--- src/rtl/toggle_cover_detect.sv ---
// Purpose: per-bit rise/fall edge detector for toggle coverage, with sticky covered bitmap and count.
// Latency: edge sampled at cycle t appears on valid (and covered/count) at cycle t+1, fully registered.
// Backpressure: none; one full pulse vector per cycle, the downstream reporter always consumes.
// Optional build macro: TOGGLE_ONCE_EN -- each point pulses valid at most once between clears.
module toggle_cover_detect #(
  parameter int WIDTH         = 21,
  parameter int SETTLE_CYCLES = 2
) (
  input  logic                             clock,
  input  logic                             reset,
  input  logic                             en,
  input  logic                             clear,
  input  logic [WIDTH-1:0]                 sig,
  output logic [2*WIDTH-1:0]               valid,
  output logic [2*WIDTH-1:0]               covered,
  output logic [$clog2(2*WIDTH+1)-1:0]     covered_count,
  output logic                             all_covered,
  output logic                             armed
);

  localparam int              PW          = 2 * WIDTH;
  localparam int              CW          = $clog2(PW + 1);
  localparam logic [3:0]      SETTLE_INIT = 4'(SETTLE_CYCLES - 1);
  localparam logic [CW-1:0]   FULL_COUNT  = CW'(PW);

  typedef enum logic {
    SETTLE = 1'b0,
    ARMED  = 1'b1
  } state_t;

  state_t          state;
  state_t          state_next;
  logic [3:0]      settle_cnt;
  logic [3:0]      settle_cnt_next;
  logic [WIDTH-1:0] prev;
  logic [PW-1:0]   raw;
  logic [PW-1:0]   hit;
  logic [PW-1:0]   covered_next;
  logic [CW-1:0]   count_next;

  // prev follows sig every cycle, reset included, so no stale edge survives reset or en-low periods
  always_ff @(posedge clock) begin
    prev <= sig;
  end

  // Raw edges, interleaved: even bit = rise, odd bit = fall
  always_comb begin
    raw = '0;
    for (int i = 0; i < WIDTH; i++) begin
      raw[2*i]   = ~prev[i] &  sig[i];
      raw[2*i+1] =  prev[i] & ~sig[i];
    end
  end

  // FSM state and settle counter registers
  always_ff @(posedge clock) begin
    if (!reset) begin
      state      <= SETTLE;
      settle_cnt <= SETTLE_INIT;
    end else begin
      state      <= state_next;
      settle_cnt <= settle_cnt_next;
    end
  end

  // Next-state: count down in SETTLE, then hold ARMED until clear restarts the settle window
  always_comb begin
    state_next      = state;
    settle_cnt_next = settle_cnt;
    case (state)
      SETTLE: begin
        if (settle_cnt == 4'd0) begin
          state_next = ARMED;
        end else begin
          settle_cnt_next = settle_cnt - 4'd1;
        end
      end
      ARMED: begin
        state_next = ARMED;
      end
      default: begin
        state_next = SETTLE;
      end
    endcase
    if (clear) begin
      state_next      = SETTLE;
      settle_cnt_next = SETTLE_INIT;
    end
  end

  assign armed = (state == ARMED);

  // Qualify edges and build the next covered bitmap; clear dominates any coincident edge
  always_comb begin
    hit = raw & {PW{armed & en}};
`ifdef TOGGLE_ONCE_EN
    hit = hit & ~covered;
`endif
    covered_next = clear ? '0 : (covered | hit);
  end

  // Popcount of the next bitmap so the count register never lags covered
  always_comb begin
    count_next = '0;
    for (int i = 0; i < PW; i++) begin
      count_next = count_next + CW'(covered_next[i]);
    end
  end

  // Registered outputs, all updated on the same edge
  always_ff @(posedge clock) begin
    if (!reset) begin
      valid         <= '0;
      covered       <= '0;
      covered_count <= '0;
      all_covered   <= 1'b0;
    end else begin
      valid         <= clear ? '0 : hit;
      covered       <= covered_next;
      covered_count <= count_next;
      all_covered   <= (count_next == FULL_COUNT);
    end
  end

endmodule

--- config.mk ---
export PLATFORM = sky130hd
export DESIGN_NAME = toggle_cover_detect
export DESIGN_NICKNAME = d
export VERILOG_FILES = /design/src/rtl/toggle_cover_detect.sv
export SDC_FILE = /design/constraint.sdc
export NUM_CORES = 1
export LEC_CHECK = 0
export BUFFER_PORTS_ARGS = -buffer_cell sky130_fd_sc_hd__clkbuf_2
export CAP_MARGIN = 20
export CORE_ASPECT_RATIO = 0.9
export CORE_MARGIN = 5
export CORE_UTILIZATION = 30
export CTS_BUF_LIST = sky130_fd_sc_hd__clkbuf_4 sky130_fd_sc_hd__clkbuf_8 sky130_fd_sc_hd__clkbuf_16
export CTS_CLUSTER_DIAMETER = 100
export DETAILED_ROUTE_END_ITERATION = 8
export GPL_TIMING_DRIVEN = 1
export PLACE_DENSITY = 0.52
export SYNTH_ARGS = -nofsm -noshare
export SYNTH_HDL_FRONTEND = slang
export SYNTH_SLANG_ARGS = --single-unit
--- constraint.sdc ---
create_clock -name clock -period 5.48 [get_ports clock]
set_clock_uncertainty 0.05 [all_clocks]
set_input_delay 0.274 -clock clock [delete_from_list [all_inputs] [get_ports clock]]
set_output_delay 0.274 -clock clock [all_outputs]
set_load 0.05 [all_outputs]
==> results by group <==
STA
  – Unrepaired setup endpoints after global routing: yes
  – Final period demand of the worst path: 6.00 ns
  – Period Utilization, post-route: 1.10
  – Final Hold Vio Count: 0
  – Achievable Freq: 167 MHz
  – Final max-slew violation count: 0
  – Worst-case setup margin in the final layout: -0.525 ns
  – Max-slew headroom: 0.540
  – # setup viols final: 6
  – Worst Tran Pin Value: 0.691 ns
  – Fin Setup TNS: -1.59 ns

Final layout
  – Area growth from synthesis to final layout: 40.5%
  – N_diodes: 0
  – Post-route non-filler standard cell count: 845
  – Final-layout fill cell count: 1515
  – Cell area after layout: 6540 µm²
  – Fraction of layout cells with a size suffix above 1: 0.348
  – Commonest cells after routing, fill and taps aside: 116 x sky130_fd_sc_hd__dfxtp_1, 116 x sky130_fd_sc_hd__clkbuf_2, 69 x sky130_fd_sc_hd__inv_1
  – Register area: 2350 µm²
  – Area taken by multi-input logic gates: 2040 µm²
  – Net total in the final layout: 699

Run status
  – Run status: complete, but fails checks
  – Violations in the final reports: setup timing

Setup path
  – Slowest cell on the critical path: sky130_fd_sc_hd__fa_2
  – List of cells traversed by the critical path: and2_4 > buf_4 > a31oi_4 > nor2_1 > fa_1 > inv_1 > fa_1 > fa_1 > fa_1 > fa_1 > fa_1 > inv_1 > fa_1 > ha_2 > fa_2 > and2_4 > nor3b_2 > nor4bb_2
  – Crit start category: flip-flop
  – Cell type with the highest occurrence count on the critical path: sky130_fd_sc_hd__fa_1
  – Classification of the worst setup path: flip-flop to flip-flop
  – Worst endpoint required time: 5.75 ns
  – Biggest cell delay along the critical path: 0.58 ns
  – Data arrival time of the critical path: 6.27 ns
  – Highest fanout seen on the critical path: 8
  – Crit. End Element: flip-flop

GRT
  – Initial antenna violation count: 0
  – Congestion Overflow GR: 0
  – Maximum number of pins on one net before global-route repair: 46
  – Wire length of the first global-routing pass: 20.0 mm
  – Met2 usage: 0.229
  – Met3 capacity usage during global routing: 0.0451
  – Via count of the first global-routing pass: 4110
  – Busiest grt layer: met2
  – Met1 usage in global routing: 0.174
  – GRT Util Overall: 0.144

Logic synthesis
  – Sequential element share of the synthesized area: 0.503
  – Count of unique library cells instantiated by Yosys: 28
  – Synth warn: 0
  – Yosys reg bits: 117
  – Synthesized Nets: 528
  – Avg Synthesized Cell Area: 10.1 µm²
  – Cells after Synth: 459
  – Post-Synthesis Cell Area: 4660 µm²

CTS
  – CTS Root Buffer Type: sky130_fd_sc_hd__clkbuf_16
  – Total CTS buffers: 17
  – TritonCTS clock tree: built
  – Maximum level of the CTS H-tree: 4
  – Clock sinks: 117
  – Clock-pin slew on the worst setup and hold paths: 0.06 ns
  – Worst-skew pair later-pin latency: 0.42 ns
  – Maximum root-to-sink buffer count: 2

Placed design
  – Placed cells: 807
  – Total half-perimeter wirelength after legalization and detailed placement: 9.13 mm
  – Standard cell area after detailed placement: 5810 µm²
  – GPL Wtd Cong: 0.799
  – Pre-CTS worst setup slack: -0.626 ns
  – Count of buffers inserted at the top-level ports: 116

Detailed routing
  – Total detailed-routing wirelength: 12.6 mm
  – 1st-iter DRT viols: 156
  – First-pass iteration count of the detailed router: 4
  – Antenna Violating Nets Remaining: 0
  – Post-detailed-route DRC marker count: 0
  – Avg Vias per Cell: 4.48
  – Wire length per cell: 14.9 µm
  – Via count: 3787

Floorplanning
  – Starting density of the core: 0.304
  – Horizontal extent of the die: 141 µm
  – Top-level port count: 117
  – Number of cell rows: 43
  – Core Box Area: 15300 µm²
  – Total die area: 18100 µm²
  – Die extent in y: 128 µm

Pwr
  – Static Leak: 3.02 nW
  – Worst-case vdd ir drop: 0.225 mV
  – Total power density per cell area: 328 nW/µm²
  – Power, Total: 2.14 mW

Run
  – Number of maximum-capacitance constraint violations: 0

Worst hold path
  – Hold crit path type: input pin to flip-flop
[cells in the mapped netlist (all sizes together)]
cell type	n	share of area
dfxtp	117	0.50
nor3b	1	0.0016
ha	11	0.030
nor4	31	0.042
a21oi	6	0.0064
a211oi	2	0.0043
a31oi	42	0.056
nor2	58	0.048
nor4bb	1	0.0021
nand2	3	0.0024
nand2b	2	0.0027
fa	33	0.14
xnor2	4	0.0075
and2	6	0.0081
clkbuf	10	0.0081
buf	12	0.015
inv	70	0.056
o21ai	2	0.0021
nor2b	1	0.0013
a21o	2	0.0032
nor3	11	0.012
or2	31	0.042
xor2	1	0.0019
or3	1	0.0013
or4	1	0.0016
[area by class of cell]
class,instances,area share
inverter,70,0.0402
timing repair buffer,172,0.155
sequential,117,0.359
tap,202,0.0386
clock inverter,7,0.0138
clock buffer,25,0.0817
multi-input combinational,252,0.312
[metrics by stage]
| step | utilization | hold slack [ns] |
|---|---|---|
| floorplan | - | 0.252 |
| global placement | 0.379 | 0.375 |
| detailed placement | 0.379 | 0.385 |
| CTS | 0.425 | 0.00650 |
| global route | 0.427 | 0.0174 |
| finish | 0.427 | 0.0267 |
[path summary, 6_finish.rpt]
kind / start / to / slack (ns) / cells after the start
max: armed$_SDFF_PP0_ / all_covered$_SDFF_PN0_ / -0.52 / 18
max reg2reg: armed$_SDFF_PP0_ / all_covered$_SDFF_PN0_ / -0.52 / 18
min reg2reg: prev[19]$_DFF_P_ / valid[38]$_SDFF_PP0_ / 0.40 / 1
min: sig[17] / prev[17]$_DFF_P_ / 0.03 / 2
[layer usage]
layer,routed length [µm],part of all wire,vias up
li1,-,-,1845
met1,5600,0.45,1808
met2,5840,0.46,109
met3,756,0.060,25
met4,367,0.029,0
met5,0,0,-
[sequential cells by signal (all words and copies together) (netlist names)]
signal and flops:
armed 1, settle_cnt 4, covered_count 6, all_covered 1
valid 42, prev 21, covered 42
[power breakdown]
| part | internal, mW | switching (mW) | leakage (nW) |
|---|---|---|---|
| combinational | 0.0481 | 0.0713 | 1.76 |
| clock | 0.764 | 0.387 | 0.307 |
| sequential | 0.864 | 0.00867 | 0.952 |
| total | 1.68 | 0.467 | 3.02 |
[cells by family after synthesis]
logic type	share of synthesized area
flops	0.503
compound gates	0.0725
simple gates	0.164
xor+xnor	0.00940
fa+ha+maj	0.171
buf+inv	0.0795
[timing repair]
item                                    4_1_cts  5_1_grt
buffers inserted                              2        1
hold buffers                                  1        0
gates cloned                                  2        0
hold endpoints to repair                      1        0
endpoints found under the setup margin        6        6
resized for setup                             8        3
pin swaps                                     5        1
[worst max-delay path, delay by kind of cell (launching register included)]
kind	cells	cell delay, ns
compound gates	1	0.20
fa+ha+maj	9	4.18
buf+inv	3	0.30
flops	1	0.36
simple gates	5	0.83
No activity file was read; power rests on OpenSTA's default activity.
